`src/rtl/conv_pkg.sv`:
```
// Shared window geometry for the convolution datapath: kernel size, slot
// numbering and the default pixel type.
package conv_pkg;

    localparam int unsigned K     = 5;
    localparam int unsigned WIN_N = K * K;
    localparam int unsigned PIX_W = 8;

    typedef logic [PIX_W-1:0] pix_t;

    // Slot k of the window holds pixel (top + k/K, left + k%K).
    function automatic int unsigned slot(input int unsigned r, input int unsigned c);
        return r * K + c;
    endfunction

endpackage

```
`src/rtl/conv_window_gen_if.sv`:
```
// Pixel-in / window-out bus of the window generator. The master side feeds
// pixels and consumes windows; the slave side is the generator itself.
interface conv_window_gen_if #(
    parameter int unsigned IMG_W = 28,
    parameter int unsigned IMG_H = 28,
    parameter int unsigned DW    = 8
);
    import conv_pkg::*;

    localparam int unsigned ROW_W = $clog2(IMG_H);
    localparam int unsigned COL_W = $clog2(IMG_W);

    logic                  in_valid;
    logic                  in_ready;
    logic [DW-1:0]         in_pix;
    logic                  win_valid;
    logic                  win_ready;
    logic [WIN_N*DW-1:0]   win_pix;
    logic [ROW_W-1:0]      win_row;
    logic [COL_W-1:0]      win_col;
    logic                  win_last;

    modport master (
        output in_valid, in_pix, win_ready,
        input  in_ready, win_valid, win_pix, win_row, win_col, win_last
    );

    modport slave (
        input  in_valid, in_pix, win_ready,
        output in_ready, win_valid, win_pix, win_row, win_col, win_last
    );

endinterface

```
`src/rtl/conv_line_buf.sv`:
```
// One image row of circular storage; combinational read-before-write at a
// shared column address so the old row is available in the write cycle.
module conv_line_buf #(
    parameter  int unsigned DEPTH = 28,
    parameter  int unsigned W     = 32,
    localparam int unsigned AW    = $clog2(DEPTH)
) (
    input  logic          clk,
    input  logic          we,
    input  logic [AW-1:0] addr,
    input  logic [W-1:0]  wdata,
    output logic [W-1:0]  rdata
);

    logic [W-1:0] mem_q [DEPTH];

    assign rdata = mem_q[addr];

    // Contents need no reset: a new frame rewrites every row before use.
    always_ff @(posedge clk) begin
        if (we) begin
            mem_q[addr] <= wdata;
        end
    end

endmodule

```
`src/rtl/conv_window_gen.sv`:
```
// Streaming 5x5 sliding-window generator: raster pixels in, one complete
// window per valid stride-1 output position out, in PE slot order.
module conv_window_gen
    import conv_pkg::*;
#(
    parameter int unsigned IMG_W = 28,
    parameter int unsigned IMG_H = 28,
    parameter int unsigned DW    = 8
) (
    input  logic              clk,
    input  logic              rst,
    conv_window_gen_if.slave  bus
);

    localparam int unsigned COL_W = $clog2(IMG_W);
    localparam int unsigned ROW_W = $clog2(IMG_H);
    localparam int unsigned WW    = WIN_N * DW;
    localparam int unsigned LB_W  = (K - 1) * DW;

    logic [COL_W-1:0] col_q, col_d;
    logic [ROW_W-1:0] row_q, row_d;
    logic [WW-1:0]    win_q, win_d;
    logic             out_valid_q, out_valid_d;
    logic [WW-1:0]    out_pix_q, out_pix_d;
    logic [ROW_W-1:0] out_row_q, out_row_d;
    logic [COL_W-1:0] out_col_q, out_col_d;
    logic             out_last_q, out_last_d;

    logic             accept;
    logic             emit;
    logic [LB_W-1:0]  lb_rdata;
    logic [LB_W-1:0]  lb_wdata;
    logic [K*DW-1:0]  col_vec;

    // Four rows packed side by side: lane 0 = row-1 ... lane 3 = row-4.
    conv_line_buf #(
        .DEPTH (IMG_W),
        .W     (LB_W)
    ) u_line_buf (
        .clk   (clk),
        .we    (accept),
        .addr  (col_q),
        .wdata (lb_wdata),
        .rdata (lb_rdata)
    );

    assign bus.in_ready  = !out_valid_q || bus.win_ready;
    assign bus.win_valid = out_valid_q;
    assign bus.win_pix   = out_pix_q;
    assign bus.win_row   = out_row_q;
    assign bus.win_col   = out_col_q;
    assign bus.win_last  = out_last_q;

    assign accept   = bus.in_valid && bus.in_ready;
    assign emit     = accept && (row_q >= ROW_W'(K - 1)) && (col_q >= COL_W'(K - 1));
    assign lb_wdata = {lb_rdata[LB_W-DW-1:0], bus.in_pix};

    // Incoming column, top window row first; the live pixel is the bottom row.
    always_comb begin
        col_vec = '0;
        for (int r = 0; r < int'(K) - 1; r++) begin
            col_vec[r*DW +: DW] = lb_rdata[(int'(K) - 2 - r)*DW +: DW];
        end
        col_vec[(K-1)*DW +: DW] = bus.in_pix;
    end

    always_comb begin
        col_d       = col_q;
        row_d       = row_q;
        win_d       = win_q;
        out_valid_d = out_valid_q;
        out_pix_d   = out_pix_q;
        out_row_d   = out_row_q;
        out_col_d   = out_col_q;
        out_last_d  = out_last_q;

        if (bus.win_ready) begin
            out_valid_d = 1'b0;
        end

        if (accept) begin
            if (col_q == COL_W'(IMG_W - 1)) begin
                col_d = '0;
                row_d = (row_q == ROW_W'(IMG_H - 1)) ? '0 : row_q + ROW_W'(1);
            end else begin
                col_d = col_q + COL_W'(1);
            end

            for (int r = 0; r < int'(K); r++) begin
                for (int c = 0; c < int'(K) - 1; c++) begin
                    win_d[slot(r, c)*DW +: DW] = win_q[slot(r, c + 1)*DW +: DW];
                end
                win_d[slot(r, K - 1)*DW +: DW] = col_vec[r*DW +: DW];
            end
        end

        // The output register takes the window including the column just shifted in.
        if (emit) begin
            out_valid_d = 1'b1;
            out_pix_d   = win_d;
            out_row_d   = row_q - ROW_W'(K - 1);
            out_col_d   = col_q - COL_W'(K - 1);
            out_last_d  = (row_q == ROW_W'(IMG_H - 1)) && (col_q == COL_W'(IMG_W - 1));
        end
    end

    always_ff @(posedge clk or negedge rst) begin
        if (!rst) begin
            col_q       <= '0;
            row_q       <= '0;
            win_q       <= '0;
            out_valid_q <= 1'b0;
            out_pix_q   <= '0;
            out_row_q   <= '0;
            out_col_q   <= '0;
            out_last_q  <= 1'b0;
        end else begin
            col_q       <= col_d;
            row_q       <= row_d;
            win_q       <= win_d;
            out_valid_q <= out_valid_d;
            out_pix_q   <= out_pix_d;
            out_row_q   <= out_row_d;
            out_col_q   <= out_col_d;
            out_last_q  <= out_last_d;
        end
    end

endmodule

```
`src/flat_wrapper.sv`:
```
// flat-port wrapper written by rule: the top's interface ports become plain ports
module conv_window_gen_flat import conv_pkg::*;
#(
    parameter int unsigned IMG_W = 28,
    parameter int unsigned IMG_H = 28,
    parameter int unsigned DW    = 8
)
  (clk, rst, bus_in_valid, bus_in_pix, bus_win_ready, bus_in_ready, bus_win_valid, bus_win_pix, bus_win_row, bus_win_col, bus_win_last);
  conv_window_gen_if #(.IMG_W(IMG_W), .IMG_H(IMG_H), .DW(DW)) bus_i ();
  input  logic clk;
  input  logic rst;
  input wire logic [$bits(bus_i.in_valid)-1:0] bus_in_valid;
  input wire logic [$bits(bus_i.in_pix)-1:0] bus_in_pix;
  input wire logic [$bits(bus_i.win_ready)-1:0] bus_win_ready;
  output wire logic [$bits(bus_i.in_ready)-1:0] bus_in_ready;
  output wire logic [$bits(bus_i.win_valid)-1:0] bus_win_valid;
  output wire logic [$bits(bus_i.win_pix)-1:0] bus_win_pix;
  output wire logic [$bits(bus_i.win_row)-1:0] bus_win_row;
  output wire logic [$bits(bus_i.win_col)-1:0] bus_win_col;
  output wire logic [$bits(bus_i.win_last)-1:0] bus_win_last;
  assign bus_i.in_valid = bus_in_valid;
  assign bus_i.in_pix = bus_in_pix;
  assign bus_i.win_ready = bus_win_ready;
  assign bus_in_ready = bus_i.in_ready;
  assign bus_win_valid = bus_i.win_valid;
  assign bus_win_pix = bus_i.win_pix;
  assign bus_win_row = bus_i.win_row;
  assign bus_win_col = bus_i.win_col;
  assign bus_win_last = bus_i.win_last;
  conv_window_gen #(.IMG_W(IMG_W), .IMG_H(IMG_H), .DW(DW)) u_core (.clk(clk), .rst(rst), .bus(bus_i));
endmodule
```
`config.mk`:
```
export PLATFORM = sky130hd
export DESIGN_NAME = conv_window_gen_flat
export DESIGN_NICKNAME = d
export VERILOG_FILES = /design/src/rtl/conv_pkg.sv /design/src/rtl/conv_window_gen_if.sv /design/src/rtl/conv_line_buf.sv /design/src/rtl/conv_window_gen.sv /design/src/flat_wrapper.sv
export SDC_FILE = /design/constraint.sdc
export NUM_CORES = 1
export LEC_CHECK = 0
export BUFFER_PORTS_ARGS = -buffer_cell sky130_fd_sc_hd__buf_2
export CORE_UTILIZATION = 55
export DETAILED_ROUTE_END_ITERATION = 6
export GPL_TIMING_DRIVEN = 1
export PLACE_DENSITY = 0.84
export SYNTH_ARGS = -nofsm -noshare
export SYNTH_HDL_FRONTEND = slang
export SYNTH_HIERARCHICAL = 1
export SYNTH_SLANG_ARGS = --single-unit
```
`constraint.sdc`:
```
create_clock -name clk -period 4.89 [get_ports clk]
set_input_delay 0.2445 -clock clk [delete_from_list [all_inputs] [get_ports clk]]
set_output_delay 0.2445 -clock clk [all_outputs]
set_load 0.02 [all_outputs]
```
==> key figures <==
Synth
  • Syn_nets: 2989
  • YS warnings: 6
  • Post-synthesis compound-gate area fraction: 0.0872
  • Multiplexer share of the synthesized area: 0.101
  • Post-Syn Area: 50200 um^2
  • Post-synth cell types: 59
  • Post-Synth Adder-Cell Area: 0.00299
  • Prevailing post-synth register cell: edfxtp_1
  • Post-synth EDFFs: 896
  • Mapped Cells: 2965
  • Main combinational cell family by area after synthesis: multiplexers
  • Xor/xnor share of the synthesized area: 0.000697
  • Register area share after synthesis: 0.726
  • Simple-gate portion of the synthesized area: 0.0555
  • Avg Cell Area, Syn: 16.9 um^2
  • Synthesized flop and latch total: 1278
  • Async SR Flop Fraction: 0.299

Drt
  • Vias: 28900
  • Drt drc: 0
  • DRT antenna net count: 0
  • Routed len/inst: 27.8 um
  • WL final: 125 mm
  • Vias per inst: 6.40
  • DR iter-0 viols: 3843
  • DRT Pass-1 Iters: 6

Worst setup path
  • Reg2Reg Setup Slack: 1.37 ns
  • Crit-path max FO: 23
  • R2R depth: 4
  • Worst Path Required: 5.27 ns
  • CP arrival: 3.90 ns
  • CP Class: register to register
  • CP endpoint kind: register
  • Crit start category: register

Power and ir drop
  • Worst vdd ir: 574 uV
  • Sw power: 11.6 mW
  • Clock power frac: 0.265
  • Internal: 23.1 mW
  • Combinational Power Share: 0.279
  • Leak Pwr: 21.6 nW
  • Power per cell area: 612 nW/um^2
  • Sw Ratio: 0.334
  • Sequential fraction of design power: 0.456

STA
  • Slew Limit Fails: 0
  • Clk_skew: 0.0847 ns
  • Hold Fails Final Rpt: 0
  • Setup TNS: 0 ns
  • Final Setup Violations: 0
  • Rel. slew slack: 0.179
  • Final Cycle Share: 0.721
  • Tmin final: 3.52 ns
  • Max Fclk: 284 MHz
  • RSZ-0062 raised after global routing: no
  • Slew @ Worst Pin: 1.23 ns

GRT
  • Vias in the first global route: 29500
  • Initial antenna violation count: 3
  • Total track usage: 0.269
  • First-pass GRT wire length: 187 mm
  • Grt ovf: 0
  • Largest net degree at the start of global routing: 123

Placed design
  • PortBufs: 224
  • Final RePlAce weighted congestion: 0.866
  • DP Wirelength: 69.8 mm
  • Placed cell area: 52800 um^2
  • Placed cell count: 4283

Floorplan
  • Boundary Pins: 225
  • Die Wd: 304 um
  • Cell row count: 110
  • CORE AREA: 90300 um^2
  • Die height: 304 um
  • Initial Util: 0.556
  • Die ar.: 92500 um^2

Clock network
  • Worst skew pair latency: 0.71 ns
  • CTS tree: built
  • CTS H-tree lvls: 3
  • Clk pin slew, worst setup/hold paths: 0.07 ns
  • Cts bufs inserted: 116
  • Clock sinks: 1278
  • Post-CTS sizing: 0
  • Clock Tree Root: clkbuf_16
  • Clock Path Buffers: 3

Hold path
  • Hold Path Class: input pin to register
  • Hold path cells: 1

Cells and area
  • Nets: 3251
  • Fin cells: 4506
  • Commonest cells after routing, fill and taps aside: edfxtp_1 (896), nand2_1 (554), dfrtp_1 (380)
  • Commonest non-fill, non-tap cell in the layout: edfxtp_1
  • Post-route cell area: 56700 um^2
  • Share of cells above drive strength 1: 0.258
  • P&R area growth vs syn: 12.8%

Job
  • Max Cap Viol: 0

Run status
  • Status: completed
-- flip-flops by register name (all words and copies together) (netlist names) --
signal	flops
u_core/u_line_buf/mem_q	896
u_core/bus.win_pix	200
u_core/win_q	160
u_core/bus.win_col	5
u_core/bus.win_row	5
u_core/col_q	5
u_core/row_q	5
u_core/bus.win_last	1
u_core/bus.win_valid	1
-- logic make-up after synthesis --
kind of cell	count (synthesis)
adders and majority gates	12
DFF	1278
muxes	376
and+or+nand+nor	678
xor gates and xnor gates	4
buffers and inverters	198
AOI/OAI and AO/OA	419
-- final cells by class --
cell class	count	area, um^2
Sequential cell	1278	36500
Fill cell	5831	33600
Multi-Input combinational cell	1489	12600
Clock buffer	143	3170
Timing Repair Buffer	331	2140
Tap cell	1176	1470
Clock inverter	76	698
Inverter	11	48.8
Antenna cell	2	5.00
-- Yosys cell counts, types with 7 or more instances --
cell       number  area share
edfxtp_1      896        0.54
a22oi_1        32      0.0048
inv_1           9     0.00067
mux2i_1       271       0.054
mux4_2        103       0.046
ha_1           12      0.0030
dfrtp_1       382        0.19
nand2_1       555       0.041
clkbuf_1       38      0.0028
o21ai_1        10      0.0010
o2bb2ai_1      11      0.0019
buf_2          82      0.0082
o211ai_1       31      0.0046
o2bb2ai_2     190       0.057
nand3_1        36      0.0036
a21oi_1        31      0.0031
o22ai_1        62      0.0077
nor2_1         26      0.0019
nor3_1         12      0.0012
buf_12         21      0.0084
and3_1          7     0.00087
a211oi_1       27      0.0040
o21ai_0        17      0.0017
nor2b_1         8      0.0010
buf_4          35      0.0052
-- routing by layer --
layer,vias to the layer above,global-route usage,wire (um),part of all wire
met4,2,0.119,5400,0.043
met5,-,0,15,0.00012
met2,1922,0.445,62000,0.50
met1,14700,0.350,44600,0.36
met3,348,0.0506,13100,0.10
li1,11800,-,-,-
-- final timing paths --
kind	end	from
max in group asynchronous	u_core/win_q[148]	rst
setup / recovery	u_core/u_line_buf/mem_q[20][5]	u_core/col_q[3]
min in group asynchronous	u_core/bus.win_pix[19]	rst
hold reg to reg	u_core/win_q[109]	u_core/win_q[109]
hold / removal	u_core/u_line_buf/mem_q[18][0]	bus_in_pix[0]
setup reg to reg	u_core/u_line_buf/mem_q[20][5]	u_core/col_q[3]
-- metrics by stage --
step           power (mW)  worst slack (ns)  utilization  hold WS (ns)
6_report             34.7              1.37        0.627        0.0583
5_1_grt              35.7              1.34        0.627        0.0646
3_3_place_gp         24.9              1.58        0.584         0.391
2_1_floorplan        21.7             0.367            -       -0.0511
3_5_place_dp         25.3              1.54        0.584         0.393
4_1_cts              34.6              1.50        0.627        0.0355
-- worst max-delay path, stage by stage (launching register included) --
cell and delay [ns]:
dfrtp_1 0.72, nor2b_1 0.70, nand2_1 0.41, nor2_4 0.94, buf_4 0.40
-- power groups by stage --
stage	clock [mW]	sequential, mW	combinational, mW
2_1_floorplan	0	16.2	5.52
4_1_cts	9.23	15.8	9.54
6_report	9.19	15.8	9.67
3_3_place_gp	0	15.9	8.97
5_1_grt	9.66	15.9	10.1
3_5_place_dp	0	16.0	9.32
-- what timing repair did --
action | in CTS | in global routing
buffers inserted | 0 | 0
hold buffers | 2 | 0
endpoints found under the hold margin | 119 | 0
Power figures use the tool's default switching activity.
